**config.mk**
```make
export PLATFORM = sky130hd
export DESIGN_NAME = countdown_timer
export DESIGN_NICKNAME = d
export VERILOG_FILES = /design/src/rtl/countdown_pkg.sv /design/src/rtl/countdown_timer.sv
export SDC_FILE = /design/constraint.sdc
export NUM_CORES = 1
export LEC_CHECK = 0
export CAP_MARGIN = 25
export CORE_ASPECT_RATIO = 1.2
export CORE_MARGIN = 2
export CORE_UTILIZATION = 45
export DETAILED_ROUTE_END_ITERATION = 16
export GPL_TIMING_DRIVEN = 0
export PLACE_DENSITY_LB_ADDON = 0.12
export SKIP_LAST_GASP = 1
export SYNTH_ARGS = -nofsm -noshare
export SYNTH_HDL_FRONTEND = slang
export SYNTH_SLANG_ARGS = --single-unit
export TNS_END_PERCENT = 30
```
**constraint.sdc**
```tcl
create_clock -name clk -period 2.3 [get_ports clk]
set_clock_uncertainty 0.2 [all_clocks]
set_input_delay 0.23 -clock clk [delete_from_list [all_inputs] [get_ports clk]]
set_output_delay 0.23 -clock clk [all_outputs]
set_load 0.1 [all_outputs]
```
**src/rtl/countdown_pkg.sv**
```systemverilog
// Shared types and defaults for the loadable countdown timer.
// Holds the FSM state encoding and the default count width.
package countdown_pkg;

    localparam int CD_WIDTH_DEF = 8;

    typedef enum logic [1:0] {
        CD_IDLE = 2'd0,
        CD_RUN  = 2'd1,
        CD_DONE = 2'd2
    } cd_state_e;

endpackage

```
**src/rtl/countdown_timer.sv**
```systemverilog
// Loadable down-counter; value/reload load over a valid/ready port, one-cycle tc on reaching zero.
// Latency: load N + start -> tc N+1 cycles later, plus one cycle per paused cycle; outputs registered.
// Backpressure: load_ready is high only in IDLE, loads offered while busy are dropped.
// Build option COUNTDOWN_AUTORELOAD_EN: DONE reloads from the reload register for a periodic tc.
module countdown_timer
    import countdown_pkg::*;
#(
    parameter int WIDTH = CD_WIDTH_DEF
) (
    input  logic             clk,
    input  logic             reset,
    input  logic             load_valid,
    input  logic [WIDTH-1:0] load_value,
    output logic             load_ready,
    input  logic             start,
    input  logic             pause,
    input  logic             stop,
    output logic [WIDTH-1:0] value,
    output logic             busy,
    output logic             tc
);

    cd_state_e        state_q, state_nxt;
    logic [WIDTH-1:0] value_q, value_nxt;
    logic [WIDTH-1:0] reload_q, reload_nxt;

    always_comb begin
        state_nxt  = state_q;
        value_nxt  = value_q;
        reload_nxt = reload_q;
        case (state_q)
            CD_IDLE: begin
                if (load_valid && load_ready) begin
                    value_nxt  = load_value;
                    reload_nxt = load_value;
                end
                // start sees the freshly loaded value when both arrive together
                if (start) begin
                    state_nxt = (value_nxt == '0) ? CD_DONE : CD_RUN;
                end
            end
            CD_RUN: begin
                if (stop) begin
                    state_nxt = CD_IDLE;
                end else if (!pause) begin
                    if (value_q <= WIDTH'(1)) begin
                        value_nxt = '0;
                        state_nxt = CD_DONE;
                    end else begin
                        value_nxt = value_q - WIDTH'(1);
                    end
                end
            end
            CD_DONE: begin
                if (stop) begin
                    state_nxt = CD_IDLE;
                end else begin
`ifdef COUNTDOWN_AUTORELOAD_EN
                    // a zero reload parks in DONE so tc stays asserted until stop
                    value_nxt = reload_q;
                    state_nxt = (reload_q == '0) ? CD_DONE : CD_RUN;
`else
                    value_nxt = '0;
                    state_nxt = CD_IDLE;
`endif
                end
            end
            default: begin
                value_nxt = '0;
                state_nxt = CD_IDLE;
            end
        endcase
    end

    always_ff @(posedge clk or negedge reset) begin
        if (!reset) begin
            state_q  <= CD_IDLE;
            value_q  <= '0;
            reload_q <= '0;
        end else begin
            state_q  <= state_nxt;
            value_q  <= value_nxt;
            reload_q <= reload_nxt;
        end
    end

    assign value      = value_q;
    assign load_ready = (state_q == CD_IDLE);
    assign busy       = (state_q != CD_IDLE);
    assign tc         = (state_q == CD_DONE);

endmodule

```
Yosys cells after proc, flatten, opt, wreduce, memory -nomap -nowiden
Cells that the tools add are included.
{ "op_classes": {"add_sub_neg": 1, "order_cmp": 1, "n_eq_ne": 8, "mux": 13, "reduce_logical": 6} }
{ "op_table": {"columns": ["operator", "n"], "rows": [
  ["$mux 8", 6],
  ["$pmux 8 s3", 1],
  ["$mux 2", 5],
  ["$le 8x1->1 const B", 1],
  ["$logic_not 8->1", 1],
  ["$sub 8x1->8 const B", 1],
  ["$ne 2x2->1 const B", 3],
  ["$ne 3x3->1 const B", 2],
  ["$reduce_and 3->1", 2],
  ["$pmux 2 s2", 1],
  ["$eq 2x1->1 const B", 1],
  ["$eq 2x2->1 const B", 1],
  ["$logic_not 2->1", 1],
  ["$ne 2x1->1 const B", 1],
  ["$reduce_bool 2->1", 1],
  ["$logic_and 1x1->1", 1]
]} }
{ "totals": {"ff_bits": 10, "out_inout_bits": 11} }

Logic depth before layout (Yosys ltp)
Gate-level depths: netlist of run 1.
{ "depth": {"depth_word": 8, "depth_mapped": 6, "mapped_depth_nobuf": 6} }

Least setup slack after synthesis of run 1
Ideal clock, no wire load.
{ "synth_path": {"kind": "register -> register", "start": "register value_q[1], in the netlist value[1]", "end": "register value_q[7], in the netlist value[7]", "t_arrival_ps": 2120, "setup_slack_ps": -97, "stages_incl_launch_ff": 7, "path_buffers": 0, "cell_sequence": "dfrtp_1 -> inv_1 -> ha_1 -> or2_1 -> a31oi_2 -> nand2_1 -> o21ai_1"} }
{ "synth_via": {"elab_chain_len": 5, "elab_cells_between_ends": 6} }
{ "synth_rtl": {"columns": ["element", "line", "source"], "rows": [
  ["start, declared", "countdown_timer.sv:24", "logic [WIDTH-1:0] value_q, value_nxt;"],
  ["start signal, assigned", "countdown_timer.sv:82", "value_q <= value_nxt;"],
  ["$sub 8x1->8 or $le 8x1->1 (tied branches)", "countdown_timer.sv:50, countdown_timer.sv:46", null],
  ["$mux 8 (*)", "countdown_timer.sv:46", "if (value_q <= WIDTH'(1)) begin"],
  ["$mux 8 (*)", "countdown_timer.sv:45", "end else if (!pause) begin"],
  ["$mux 8 (*)", "countdown_timer.sv:43", "if (stop) begin"],
  ["$pmux 8 s3 (*)", "countdown_timer.sv:31", "case (state_q)"]
]} }
Every way passes the cells marked *; elsewhere a longest branch is shown, timed or not. The select of a mux whose other input is x is not followed.
A chain may end at the register's enable or synchronous reset.

Worst setup path in the final report of run 1
{ "layout_path": {"start": "register value_q[4], in the netlist value[4]", "end": "output port value[4]"} }
{ "layout_lines": {"columns": ["element", "line", "source"], "rows": [
  ["end, declared", "countdown_timer.sv:18", "output logic [WIDTH-1:0] value,"]
]} }
No word-level cell between the ends.

==> parameters.txt, run 1 <==
Parameter                              Value

Worst setup path
  Flop2flop setup slack ... 410 ps
  Critical Path Slowest Stage Cell ... clkdlybuf4s50_1
  Maximum fanout along the worst path ... 6
  RR Endpoint ... value[7]
  WP data required ... 1870 ps
  Setup crit end kind ... output pin
  Sort of element at the start of the critical path ... register
  RR Startpoint ... value[0]
  Top cell family by delay on the critical path ... buffers and inverters
  Max stage delay on crit path ... 1180 ps
  Buffer and inverter count on the worst path ... 1
  Critical path start-end classification ... register to output pin
  Reg2reg path depth ... 6
  CP Launch Point ... value[4]
  Arrival time at the worst endpoint ... 1920 ps
  Cells along the critical path ... clkdlybuf4s50_1

Synth
  Number of synthesis warnings ... 0
  Netlist cell types ... 38
  Share of the synthesized area in the top cell type ... 31.8%
  Net count after synthesis ... 104
  Leading cell types by total area after synthesis ... dfrtp_1 (32%), mux2i_1 (5.1%), nor2_1 (4.8%), nor2b_1 (4.0%), a22oi_1 (3.8%)
  Fraction of registers with async set/reset ... 100%
  Commonest cells post-synth ... dfrtp_1 (10), nor2_1 (10), nand2_1 (5), nor2b_1 (5), o21ai_1 (5)
  Synth Instances ... 88
  Combined area of all synthesized cells ... 786 um^2
  Share of the yosys chip area belonging to registers ... 31.8%
  Cell taking the most area after synthesis ... dfrtp_1
  Average instance area after synthesis ... 8.93 um^2
  Ys flop type ... dfrtp_1
  Number of synthesized register bits ... 10
  Number of synthesized flops with an enable pin ... 0

Floorplanning
  Starting utilization of the core area ... 47.9%
  Die Y ... 49.8 um
  Core Rows ... 16
  Die Span X ... 42.1 um
  Number of primary I/O pins ... 25
  Area inside the core boundary ... 1640 um^2
  Die area ... 2100 um^2

Drt
  Post-DRT Antenna Nets ... 0
  DRC errors left ... 0
  First-pass detailed-route iteration total ... 4
  Post-DR wirelength/cell ... 15.9 um
  Routed Wire Length ... 2110 um
  Drt via density ... 5.92
  Iteration-0 DRC Markers ... 18
  Count of vias placed by the detailed router ... 788

Place
  Post-Place Cells ... 129
  Pre-CTS worst setup slack ... -10.1 ps
  Buffers on Ports ... 23
  Placed wire-length estimate after detailed placement ... 1580 um
  Weighted congestion reported at the end of routability-driven placement ... 0.902

Clocking
  Cell at the root of the clock tree ... clkbuf_4
  CTS Buf Count ... 3
  Number of H-tree branching levels ... 1
  Post-CTS resize count ... 2
  # hold bufs at CTS ... 0
  Clock tree from TritonCTS ... yes
  Register clock-pin slew on the reported worst setup and hold paths ... 70 ps
  Number of setup buffers added after CTS ... 0
  Worst-case clock buffer depth ... 2
  Source-to-sink clock delay at the later pin of the worst-skew pair ... 270 ps
  Number of clock sinks ... 10

STA
  Worst-Margin Slew ... 969 ps
  Worst slew margin relative to its limit ... 35.2%
  Fin. max-slew vios ... 0
  Number of endpoints failing setup at the final stage ... 5
  Final worst setup slack ... -51.8 ps
  Portion of the clock cycle consumed by the worst path in the final layout ... 102%
  Final Hold Fails ... 0
  Time the worst path needs with I/O delays and setup ... 2350 ps
  Maximum clock frequency ... 425 MHz
  RSZ-0062 raised after global routing ... yes

Final layout
  Area delta synth->final ... 38.1%
  Layout fillers ... 153
  Number of nets in the layout ... 132
  Multi-input gate area in the final layout ... 502 um^2
  Count of placed standard cells in the final layout, fillers left out ... 133
  Share of final-layout standard cells stronger than drive strength 1 ... 17.4%
  Antenna Diode Count ... 0
  FF+latch area ... 253 um^2

Global route
  Initial antenna violation count ... 0
  Total routing resource utilization after global routing ... 21.6%
  Largest net degree at the start of global routing ... 11
  Via count of the first global-routing pass ... 801
  Grt ovf ... 0
  First-pass GRT wire length ... 3480 um

Status
  Run status ... complete, but fails checks
  Violations in the final reports ... setup timing

Job
  Max-cap check violation count ... 0

Worst hold path
  Type of the most critical hold path ... input pin to asynchronous set/reset pin
[layer usage]
metal | track usage [%] | vias up | share of wire [%] | wire, um
met3 | 4.40 | 11 | 6.6 | 140
met2 | 34.9 | 31 | 46 | 978
li1 | - | 375 | - | -
met5 | 0 | - | 0 | 0
met4 | 11.5 | 0 | 3.0 | 63
met1 | 26.8 | 371 | 44 | 928
[area by class of cell]
class | instances | share of cell area [%]
Buffer | 3 | 1.38
Multi-Input combinational cell | 70 | 46.3
Inverter | 5 | 1.96
Sequential cell | 10 | 23.3
Timing Repair Buffer | 23 | 21.7
Clock buffer | 4 | 3.34
Tap cell | 18 | 2.08
[how the worst max path moves through the flow]
stage                       to  slack [ps]  depth (start not counted)
floorplan                   tc         -20                          2
global placement    load_ready           4                          3
detailed placement  load_ready         -10                          3
CTS                         tc        -260                          3
global route          value[4]         -90                          1
finish                value[4]         -50                          1
[cells in the final DEF, fill, tap and decap left out, types with 4 or more instances in the layout]
cell / count
nor2b_1: 5
o21ai_1: 5
a22oi_1: 4
nor2_1: 10
inv_1: 4
dfrtp_1: 8
mux2i_1: 4
nand2_1: 5
clkdlybuf4s50_1: 18
[registers in the layout (all words and copies together), names as in the netlist]
name and count:
state_q 2, value 8
[logic make-up after synthesis]
logic type,count (synthesis),synth area share [%]
and+or+nand+nor,35,28.7
adders and majority gates,2,3.18
xor gates and xnor gates,3,3.34
DFF,10,31.8
muxes,4,5.10
buffers and inverters,8,4.30
AOI/OAI and AO/OA,26,23.6
[stage by stage]
step                      util (%)  TNS [ps]  hold slack, ps  instance area [um^2]
after floorplan                  -     -17.7            -266                   791
after global placement        63.6         0             331                  1040
after detailed placement      63.6     -10.1             339                  1040
after CTS                     65.6      -676             109                  1080
after global routing          66.1      -429             134                  1080
final                         66.1      -187            77.6                  1080
Power of run 1 is not shown: default switching activity piles up to over one toggle a cycle in this logic, so the estimate is an artifact.
==> run 2, diff against run 1 <==
--- a/config.mk
+++ b/config.mk
@@ -7,7 +7,6 @@
 export LEC_CHECK = 0
 export CAP_MARGIN = 25
 export CORE_ASPECT_RATIO = 1.2
-export CORE_MARGIN = 2
 export CORE_UTILIZATION = 45
 export DETAILED_ROUTE_END_ITERATION = 16
 export GPL_TIMING_DRIVEN = 0
==> run 2 against run 1 <==
Against the previous run:
- the flow still finishes with violations (setup timing)
- die area fell by 8.6%
- utilization did not move
- register-to-register slack improved by 20 ps
- global-route usage rose by 3.6 points
- flip-flop and latch count did not move
- critical endpoint is now value[5]
- final area did not move
- wire length fell by 2.5%
- critical path depth did not move
- fmax fell by 0.77%
- via count rose by 0.25%
- worst hold slack got worse by 4.8 ps
==> parameters.txt, run 2 (synthesis results as in run 1) <==
Parameter                              Value

Status
  Run status ... complete, but fails checks (unchanged)
  Violations in the final reports ... setup timing (unchanged)

Clocking
  # hold bufs at CTS ... 0 (unchanged)
  Register clock-pin slew on the reported worst setup and hold paths ... 70 ps (about the same)
  CTS Buf Count ... 3 (unchanged)
  Clock tree from TritonCTS ... yes (unchanged)
  Number of H-tree branching levels ... 1 (unchanged)
  Worst-case clock buffer depth ... 2 (unchanged)
  Number of clock sinks ... 10 (unchanged)
  Cell at the root of the clock tree ... clkbuf_4 (unchanged)
  Source-to-sink clock delay at the later pin of the worst-skew pair ... 280 ps (was 270 ps)

Job
  Max-cap check violation count ... 0 (unchanged)

Final layout
  Most used cells in the layout excluding fill and tap cells ... clkdlybuf4s50_1 (18), nor2_1 (10), dfrtp_1 (8) (unchanged)
  Antenna Diode Count ... 0 (unchanged)
  Share of final-layout standard cells stronger than drive strength 1 ... 17.4% (unchanged)
  Area delta synth->final ... 38.1% (unchanged)
  Share of the core filled with cells ... 66.1% (unchanged)
  Number of nets in the layout ... 132 (unchanged)
  Commonest non-fill, non-tap cell in the layout ... clkdlybuf4s50_1 (unchanged)
  Max FFs per register ... 8 (unchanged)
  Layout fillers ... 152 (was 153)

Worst setup path
  Arrival time at the worst endpoint ... 1940 ps (was 1920 ps)
  Buffer and inverter count on the worst path ... 1 (unchanged)
  Sort of element at the start of the critical path ... register (unchanged)
  WP data required ... 1870 ps (about the same)
  Cells along the critical path ... clkdlybuf4s50_1 (unchanged)
  Maximum fanout along the worst path ... 5 (was 6)
  Max stage delay on crit path ... 1180 ps (about the same)
  Setup crit end kind ... output pin (unchanged)
  Top cell family by delay on the critical path ... buffers and inverters (unchanged)
  Critical Path Slowest Stage Cell ... clkdlybuf4s50_1 (unchanged)
  Critical path start-end classification ... register to output pin (unchanged)

STA
  Worst-Margin Slew ... 973 ps (was 969 ps)
  Worst slew margin relative to its limit ... 35.0% (was 35.2%)
  Number of endpoints failing setup at the final stage ... 5 (unchanged)
  Time the worst path needs with I/O delays and setup ... 2370 ps (was 2350 ps)
  Final Hold Fails ... 0 (unchanged)
  RSZ-0062 raised after global routing ... yes (unchanged)
  Maximum clock frequency ... 422 MHz (was 425 MHz)
  Fin. max-slew vios ... 0 (unchanged)
  Final worst setup slack ... -70.2 ps (was -51.8 ps)
  Portion of the clock cycle consumed by the worst path in the final layout ... 103% (was 102%)

Global route
  Grt ovf ... 0 (unchanged)
  First-pass GRT wire length ... 3220 um (was 3480 um)
  Initial antenna violation count ... 0 (unchanged)
  Via count of the first global-routing pass ... 709 (was 801)
  Total routing resource utilization after global routing ... 25.2% (was 21.6%)
  Largest net degree at the start of global routing ... 11 (unchanged)

Drt
  First-pass detailed-route iteration total ... 4 (unchanged)
  Post-DRT Antenna Nets ... 0 (unchanged)
  Count of vias placed by the detailed router ... 790 (was 788)
  Routed Wire Length ... 2060 um (was 2110 um)
  DRC errors left ... 0 (unchanged)
  Post-DR wirelength/cell ... 15.5 um (was 15.9 um)
  Iteration-0 DRC Markers ... 30 (was 18)
  Drt via density ... 5.94 (was 5.92)

Place
  Pre-CTS worst setup slack ... 2.04 ps (was -10.1 ps)
  Buffers on Ports ... 23 (unchanged)
  Weighted congestion reported at the end of routability-driven placement ... 0.923 (was 0.902)
  Placed wire-length estimate after detailed placement ... 1580 um (about the same)

Floorplanning
  Core Rows ... 16 (unchanged)
  Die Span X ... 40.1 um (was 42.1 um)
  Area inside the core boundary ... 1640 um^2 (unchanged)
  Number of primary I/O pins ... 25 (unchanged)
  Die Y ... 47.8 um (was 49.8 um)
  Starting utilization of the core area ... 47.9% (unchanged)
  Die area ... 1920 um^2 (was 2100 um^2)

Worst hold path
  Type of the most critical hold path ... input pin to asynchronous set/reset pin (unchanged)
==> run 2: cell type report <==
| cell class | instances | area [um^2] | share of cell area, % |
|---|---|---|---|
| plain buffers | 3 | 15.0 | 1.38 |
| clock buffers | 4 | 36.3 | 3.34 |
| inverters | 5 | 21.3 | 1.96 |
| multi-input cells | 70 | 502 | 46.3 |
| flip-flops and latches | 10 | 253 | 23.3 |
| well taps | 18 | 22.5 | 2.08 |
| repair buffers | 23 | 235 | 21.7 |
==> run 2: repair_timing <==
action / in CTS / in global routing
setup endpoints to repair: 9 / 11
buffers inserted: 0 / 0
pin swaps: 0 / 0
gates resized for setup: 2 / 3
==> run 2: final timing paths <==
| path | from | slack [ps] | endpoint | depth (start not counted) |
|---|---|---|---|---|
| max in group asynchronous | reset | 1470 | value[0] | 1 |
| worst max register to register | value[0] | 430 | value[6] | 6 |
| worst max-delay path | value[5] | -70 | value[5] | 1 |
| worst min-delay path | reset | 70 | value[2] | 1 |
| worst min register to register | value[0] | 340 | value[0] | 1 |
| min in group clk | load_valid | 320 | value[2] | 5 |
==> run 2: metrics by stage <==
step / setup TNS [ps] / hold slack (ps) / area, um^2 / instances
2_1_floorplan: -17.7 / -266 / 791 / 88
3_3_place_gp: 0 / 328 / 1040 / 129
3_5_place_dp: 0 / 332 / 1040 / 129
4_1_cts: -721 / 85.4 / 1080 / 133
5_1_grt: -580 / 111 / 1080 / 133
6_report: -228 / 72.9 / 1080 / 133
==> run 2: metal layers <==
layer	track usage (%)	routed length, um	up-vias
met2	41.6	1010	31
met1	32.1	908	374
met5	0	0	-
li1	-	-	380
met3	4.19	100	5
met4	10.3	38	0
Power of run 2 is left out for the same reason.
